File: src/rtl/bus_cycle_unit.sv
// External bus cycle engine for 6502-family cores: core request/response in, A/D/RnW/SYNC pads out.
// Optional feature macro: BUS_WAITGEN_EN (adds the wait_cfg port and a programmable WAIT state).
module bus_cycle_unit #(
  parameter int unsigned AW           = 16,
  parameter int unsigned DW           = 8,
  parameter int unsigned WAIT_W       = 3,
  parameter bit          RDY_ON_WRITE = 1'b0
) (
  input  logic              PHI0,
  input  logic              RESP,
  input  logic              req_valid,
  output logic              req_ready,
  input  logic              req_we,
  input  logic [AW-1:0]     req_addr,
  input  logic [DW-1:0]     req_wdata,
  input  logic              req_sync,
  output logic              rsp_valid,
  output logic [DW-1:0]     rsp_rdata,
  output logic [AW-1:0]     A,
  output logic [DW-1:0]     D_out,
  output logic              D_oe,
  input  logic [DW-1:0]     D_in,
  output logic              RnW,
  output logic              SYNC,
  input  logic              RDY,
`ifdef BUS_WAITGEN_EN
  input  logic [WAIT_W-1:0] wait_cfg,
`endif
  output logic              busy
);

  typedef logic [WAIT_W-1:0] wait_t;

  typedef enum logic [1:0] {
    S_IDLE = 2'd0,
    S_ADDR = 2'd1,
    S_DATA = 2'd2
`ifdef BUS_WAITGEN_EN
    , S_WAIT = 2'd3
`endif
  } state_t;

  state_t          r_state;
  logic [AW-1:0]   r_a;
  logic [DW-1:0]   r_dout;
  logic            r_doe;
  logic            r_rnw;
  logic            r_sync;
  logic            r_rsp_valid;
  logic [DW-1:0]   r_rsp_rdata;
  logic            r_we;
  logic [DW-1:0]   r_wdata;

  state_t          w_state_nxt;
  logic [AW-1:0]   w_a_nxt;
  logic [DW-1:0]   w_dout_nxt;
  logic            w_doe_nxt;
  logic            w_rnw_nxt;
  logic            w_sync_nxt;
  logic            w_rvalid_nxt;
  logic [DW-1:0]   w_rdata_nxt;
  logic            w_we_nxt;
  logic [DW-1:0]   w_wdata_nxt;
  logic            w_ready;
  logic            w_accept;
  logic            w_complete;
  logic            w_enter_data;

`ifdef BUS_WAITGEN_EN
  wait_t           r_wait_cfg;
  wait_t           r_wait_cnt;
  wait_t           w_wait_cfg_nxt;
  wait_t           w_wait_cnt_nxt;
`endif

  always_ff @(posedge PHI0) begin
    if (RESP) begin
      r_state     <= S_IDLE;
      r_a         <= '0;
      r_dout      <= '0;
      r_doe       <= 1'b0;
      r_rnw       <= 1'b1;
      r_sync      <= 1'b0;
      r_rsp_valid <= 1'b0;
      r_rsp_rdata <= '1;
      r_we        <= 1'b0;
      r_wdata     <= '0;
`ifdef BUS_WAITGEN_EN
      r_wait_cfg  <= '0;
      r_wait_cnt  <= '0;
`endif
    end else begin
      r_state     <= w_state_nxt;
      r_a         <= w_a_nxt;
      r_dout      <= w_dout_nxt;
      r_doe       <= w_doe_nxt;
      r_rnw       <= w_rnw_nxt;
      r_sync      <= w_sync_nxt;
      r_rsp_valid <= w_rvalid_nxt;
      r_rsp_rdata <= w_rdata_nxt;
      r_we        <= w_we_nxt;
      r_wdata     <= w_wdata_nxt;
`ifdef BUS_WAITGEN_EN
      r_wait_cfg  <= w_wait_cfg_nxt;
      r_wait_cnt  <= w_wait_cnt_nxt;
`endif
    end
  end

  always_comb begin
    w_state_nxt    = r_state;
    w_a_nxt        = r_a;
    w_dout_nxt     = r_dout;
    w_doe_nxt      = r_doe;
    w_rnw_nxt      = r_rnw;
    w_sync_nxt     = r_sync;
    w_rvalid_nxt   = 1'b0;
    w_rdata_nxt    = r_rsp_rdata;
    w_we_nxt       = r_we;
    w_wdata_nxt    = r_wdata;
    w_ready        = 1'b0;
    w_accept       = 1'b0;
    w_complete     = 1'b0;
    w_enter_data   = 1'b0;
`ifdef BUS_WAITGEN_EN
    w_wait_cfg_nxt = r_wait_cfg;
    w_wait_cnt_nxt = r_wait_cnt;
`endif

    case (r_state)
      S_IDLE: begin
        w_ready    = 1'b1;
        w_rnw_nxt  = 1'b1;
        w_sync_nxt = 1'b0;
        w_doe_nxt  = 1'b0;
      end
      S_ADDR: begin
`ifdef BUS_WAITGEN_EN
        if (r_wait_cfg != '0) begin
          w_state_nxt    = S_WAIT;
          w_wait_cnt_nxt = r_wait_cfg;
        end else begin
          w_enter_data = 1'b1;
        end
`else
        w_enter_data = 1'b1;
`endif
      end
`ifdef BUS_WAITGEN_EN
      S_WAIT: begin
        if (r_wait_cnt == wait_t'(1)) begin
          w_enter_data = 1'b1;
        end else begin
          w_wait_cnt_nxt = r_wait_cnt - wait_t'(1);
        end
      end
`endif
      S_DATA: begin
        if (r_we) begin
          w_complete = !(RDY_ON_WRITE && !RDY);
        end else begin
          w_complete = RDY;
          if (RDY) begin
            w_rdata_nxt = D_in;
          end
        end
        if (w_complete) begin
          w_ready      = 1'b1;
          w_rvalid_nxt = 1'b1;
          w_doe_nxt    = 1'b0;
          w_rnw_nxt    = 1'b1;
          w_sync_nxt   = 1'b0;
          w_state_nxt  = S_IDLE;
        end
      end
      default: begin
        w_state_nxt = S_IDLE;
      end
    endcase

    // Data drive starts on the edge into DATA so a preceding write's D_oe is never
    // still high in the following cycle's ADDR clock.
    if (w_enter_data) begin
      w_state_nxt = S_DATA;
      w_doe_nxt   = r_we;
      if (r_we) begin
        w_dout_nxt = r_wdata;
      end
    end

    // Acceptance wins over the completion defaults so back-to-back cycles skip IDLE.
    w_accept = w_ready && req_valid;
    if (w_accept) begin
      w_state_nxt    = S_ADDR;
      w_a_nxt        = req_addr;
      w_rnw_nxt      = ~req_we;
      w_sync_nxt     = req_sync;
      w_doe_nxt      = 1'b0;
      w_we_nxt       = req_we;
      w_wdata_nxt    = req_wdata;
`ifdef BUS_WAITGEN_EN
      w_wait_cfg_nxt = wait_cfg;
`endif
    end
  end

  assign req_ready = w_ready;
  assign busy      = (r_state != S_IDLE);
  assign rsp_valid = r_rsp_valid;
  assign rsp_rdata = r_rsp_rdata;
  assign A         = r_a;
  assign D_out     = r_dout;
  assign D_oe      = r_doe;
  assign RnW       = r_rnw;
  assign SYNC      = r_sync;

endmodule

File: config.mk
export PLATFORM = sky130hd
export DESIGN_NAME = bus_cycle_unit
export DESIGN_NICKNAME = d
export VERILOG_FILES = /design/src/rtl/bus_cycle_unit.sv
export SDC_FILE = /design/constraint.sdc
export NUM_CORES = 1
export LEC_CHECK = 0
export ABC_AREA = 1
export BUFFER_PORTS_ARGS = -buffer_cell sky130_fd_sc_hd__buf_2
export CAP_MARGIN = 20
export CORE_MARGIN = 2
export CORE_UTILIZATION = 35
export CTS_CLUSTER_DIAMETER = 200
export DETAILED_ROUTE_END_ITERATION = 12
export GPL_TIMING_DRIVEN = 0
export PLACE_DENSITY_LB_ADDON = 0.3
export SLEW_MARGIN = 10
export SYNTH_ARGS = -nofsm -noshare
export SYNTH_HDL_FRONTEND = slang
export SYNTH_SLANG_ARGS = --single-unit
export TNS_END_PERCENT = 30
File: constraint.sdc
create_clock -name PHI0 -period 1.23 [get_ports PHI0]
set_input_delay 0.246 -clock PHI0 [delete_from_list [all_inputs] [get_ports PHI0]]
set_output_delay 0.246 -clock PHI0 [all_outputs]
set_load 0.1 [all_outputs]
After elaboration in Yosys (flattened, before gate mapping)
Cells that the tools add are included.
{ "classes": {"reduce_logical": 14, "n_eq_ne": 7, "muxes": 16, "bitwise": 3} }
{ "op_table": {"columns": ["cell", "n"], "rows": [
  ["$mux W1", 10],
  ["$reduce_and A2 Y1", 5],
  ["$ne A3 B3 Y1 const B", 2],
  ["$pmux W1 S2", 3],
  ["$reduce_bool A3 Y1", 2],
  ["$reduce_or A2 Y1", 3],
  ["$mux W2", 2],
  ["$ne A4 B4 Y1 const B", 1],
  ["$pmux W2 S2", 1],
  ["$ne A3 B1 Y1 const B", 1],
  ["$not A1 Y1", 3],
  ["$reduce_and A3 Y1", 1],
  ["$eq A2 B1 Y1 const B", 1],
  ["$eq A2 B2 Y1 const B", 1],
  ["$logic_not A2 Y1", 1],
  ["$ne A2 B1 Y1 const B", 1],
  ["$reduce_bool A2 Y1", 1],
  ["$logic_and A1 B1 Y1", 1]
]} }
{ "word_totals": {"ff_bits": 47, "in_bits": 38, "out_inout_bits": 38} }

Depth between registers and ports, before layout
{ "depth": {"depth_word": 7, "ltp_mapped": 7, "depth_no_buf": 6} }

Least setup slack after synthesis
No wires, ideal clock.
{ "synth_path": {"path_type": "reg2reg", "from": "register r_state[0]", "to": "register r_wdata[0]", "path_slack_ps": -873, "path_stages_with_launch": 7, "t_arrival_ps": 2041, "required_time_ps": 1168, "cell_sequence": "dfxtp_1 inv_1 nand2_1 nand2_2 buf_2 nand4_1 nand2_1"} }
{ "synth_via": {"elab_chain_cells": 3, "elab_cells_between_ends": 4} }
{ "synth_lines": {"columns": ["item", "line", "text"], "rows": [
  ["start: declaration", "43", "state_t r_state;"],
  ["start signal: assignment", "93", "r_state <= w_state_nxt;"],
  ["$eq A2 B2 Y1 or $logic_not A2 Y1 (tied branches)", "130", "case (r_state)"],
  ["$pmux W1 S2 (*)", "130", null],
  ["named net req_ready", "12", "output logic req_ready,"],
  ["$logic_and A1 B1 Y1 (*)", "192", "w_accept = w_ready && req_valid;"],
  ["end signal: assignment", "102", "r_wdata <= w_wdata_nxt;"],
  ["end: declaration", "52", "logic [DW-1:0] r_wdata;"]
]} }
Mark *: on every way through the listed nets, which the timed path passes. The rest lies on a longest branch.
A chain may end at the register's enable or synchronous reset.

Worst setup path in the final report
{ "layout_path": {"from": "register r_state[0]", "to": "output port req_ready"} }
{ "layout_via": {"elab_chain_cells": 2, "elab_cells_between_ends": 3} }
{ "layout_lines": {"columns": ["item", "line"], "rows": [
  ["$eq A2 B2 Y1 or $logic_not A2 Y1 (tied branches)", "130"],
  ["$pmux W1 S2 (*)", "130"],
  ["end: declaration", "12"]
]} }
Mark *: on every way between the ends. The rest lies on a longest branch, timed or not.

==> metrics.txt <==
vias per cell=4.78; Clk network pwr share=25.1%; Hold Path Class=input pin to flip-flop; most frequent CP cell=buf_12; skew final=roughly 0.0053 ns; Simple-Gate Fraction of Synth Area=35.6%; Yosys warnings=0; routed vias=1806; layout cells sized above 1=38.6%; min Tclk post-route=1.42 ns; cell taking the most area after synthesis=dfxtp_1; first-pass GRT wire length=~7.1 mm; initial antenna violation count=0; gr ovfl total=0; sequential share of power=a little under half; CP Cell Sequence=inv_4 > o21ai_4 > nand2_4 > buf_12 > buf_12; Synth Instances=between 200 and 250; Worst-path clk slew=roughly 0.080 ns; dpl hpwl=3.18 mm; CP Capture Type=output port; Die Ht=75.0 um; vias in the first global route=1609; Power Internal=2.26 mW; placer congestion estimate=0.712; distinct cell type count after synthesis=20; startpoint types=flip-flop; DRC=0; Area growth syn-to-layout=53.5%; WS Path Type=flip-flop to output port; Compound-Gate Fraction of Synth Area=3.69%; Die X=75.0 um; Required @ worst endpoint=0.98 ns; crit-path leading delay family=buffers and inverters; final std cells w/o fill=approximately 380; CP bufs+invs=3; Design Area, Final=2710 um2; RSZ-0062 raised after global routing=yes; Total Wirelength=4.79 mm; maximum number of pins on one net before global-route repair=13; Post-Syn Nets=256; num rows=25; Critical Path AT=1.17 ns; Yosys reg bits=47; PortBufs=74; Slew @ Worst Pin=about 0.49 ns; final worst slack=-0.189 ns; TritonCTS Sinks=between 40 and 50; Seq/Total Area, Yosys=between 50% and 60%; wire length per cell=12.7 um; fill count=450; leakage=1.31 nW; IO Pins=76; clk buf depth=2; Initial Utilization=36.9%; Post-Place Cells=359; post-synthesis cell area=1760 um2; Max Fclk=a little over 0.7 GHz; switch share=between 30% and 40%; root buf cell=clkbuf_8; Rel. slew slack=between 60% and 70%; final net count=350; Max Cap Violations=0; Psw=1.15 mW; multi-input combinational cell area=779 um2; synthesized-area fraction occupied by adder cells=0%; CTS tree=done; Yosys top cell area share=between 50% and 60%; reg2reg setup slack=-0.13 ns; First DRT Iteration DRCs=58; setup violators final=28; most area-consuming cells after synthesis=dfxtp_1, nand2_1, nand3_1, nand4_1, a21oi_1; Synth Area in XOR/XNOR=0%; Peak VDD IR=771 uV; status=finished with violations; Final Hold Violating Endpoints=0; TritonRoute pass-1 iters=4; Pins Over Slew Limit=0; worst-skew pair later-pin latency=a little under 0.3 ns; part of the cycle the worst path needs=115%; failing checks=setup timing; register area=951 um2; Mean Syn Cell Area=8.09 um2; CP max-delay cell=dfxtp_2; main combinational cell family by area after synthesis=simple AND/OR/NAND/NOR gates; Finished Core Util=56.6%; crit-path max cell delay=0.35 ns; Hold-fix buffers, CTS=0; ANT nets after route=0; diodes inserted=0; maximum fanout along the worst path=3; Total Die Area=5620 um2; Core Area=4790 um2; total CTS buffers=5; P per Cell Area=1260 nW/um2; placed inst area=around 2300 um2; All-Layer GR Usage=16.7%; htree depth=2; combinational power share=26.9%; multiplexer area fraction after synthesis=0%
==> state kept, by name, summed over array words and instances, names as in the netlist, 2 cells and up <==
name and count:
rsp_rdata 8, A 16, r_wdata 8, r_state 2
D_out 8
==> layout by cell type, fill, tap and decap left out, drive strengths merged <==
cell	netlist	routed
buf	11	93
nand2	65	66
dfxtp	47	47
nand3	36	36
nand4	26	26
clkbuf	4	13
inv	10	11
a21oi	9	9
nor2	5	5
o21ai	2	2
nor3	1	1
a31oi	1	1
clkinvlp	0	1
==> synthesized netlist by cell type <==
cell type and n:
o21ai_0 1, nand4_1 26, nand2_4 1, inv_1 9
nand3_2 1, inv_2 1, nor3_1 1, o21ai_2 1
nand2_1 62, a21oi_1 9, nand2_2 2, dfxtp_1 47
clkinv_1 1, clkbuf_1 4, nand3_1 35, buf_1 5
buf_2 2, buf_6 4, a31oi_1 1, nor2_1 5
==> kinds of logic (layout without fill, tap and decap cells) <==
group                  after synthesis  after routing
flip-flops                          47             47
AO/OA/AOI/OAI                       12             12
buffers and inverters               26            118
AND/OR/NAND/NOR                    133            134
==> worst register-to-register path: stages (launching register included) <==
cell       delay [ns]
dfxtp_4          0.36
o21ai_4          0.15
nand2_4          0.09
buf_4            0.14
buf_6            0.13
buf_8            0.13
clkbuf_16        0.14
nand4_1          0.07
nand2_1          0.05
==> per-stage QoR <==
stage | worst slack [ns] | hold WS, ns | setup TNS [ns] | power (mW)
2_1_floorplan | -0.0189 | 0.359 | -0.151 | 2.26
3_3_place_gp | -0.277 | 0.438 | -1.10 | 2.41
3_5_place_dp | -0.288 | 0.439 | -1.48 | 2.42
4_1_cts | -0.190 | 0.137 | -0.236 | 3.34
5_1_grt | -0.227 | 0.149 | -4.09 | 3.54
6_report | -0.189 | 0.147 | -2.29 | 3.41
==> power by group through the flow <==
| stage | logic, mW | registers (mW) | clock network, mW |
|---|---|---|---|
| after CTS | 0.832 | 1.63 | 0.874 |
| after global routing | 0.967 | 1.64 | 0.932 |
| final | 0.917 | 1.64 | 0.855 |
| after floorplan | 0.247 | 2.01 | 0 |
| after global placement | 0.751 | 1.66 | 0 |
| after detailed placement | 0.756 | 1.66 | 0 |
==> final cells by class <==
cell class,instances,area share [%]
Buffer,15,4.25
Timing Repair Buffer,85,23.8
Sequential cell,47,35.1
Clock buffer,6,2.68
Inverter,11,1.99
Timing Repair inverter,1,0.277
Multi-Input combinational cell,146,28.8
Tap cell,67,3.09
==> path summary, 6_finish.rpt <==
kind	from	to	cells past startpoint
setup / recovery	r_state[0]	req_ready	5
hold / removal	D_in[3]	rsp_rdata[3]	3
hold reg to reg	RnW	RnW	2
setup reg to reg	r_we	A[14]	8
==> repair_timing <==
item,CTS,global route
pin swaps,3,10
buffers inserted,5,3
setup endpoints to repair,74,41
cloned,1,4
gates resized for setup,55,21
==> per-layer routing <==
layer  global-route usage, %  share of wire [%]  vias up
met5                       0                  0        -
met4                    5.95               0.83        0
met3                    5.62                6.8        4
met2                    27.8                 49       54
met1                    20.2                 43      817
li1                        -                  -      931
(Power assumes the default switching activity.)
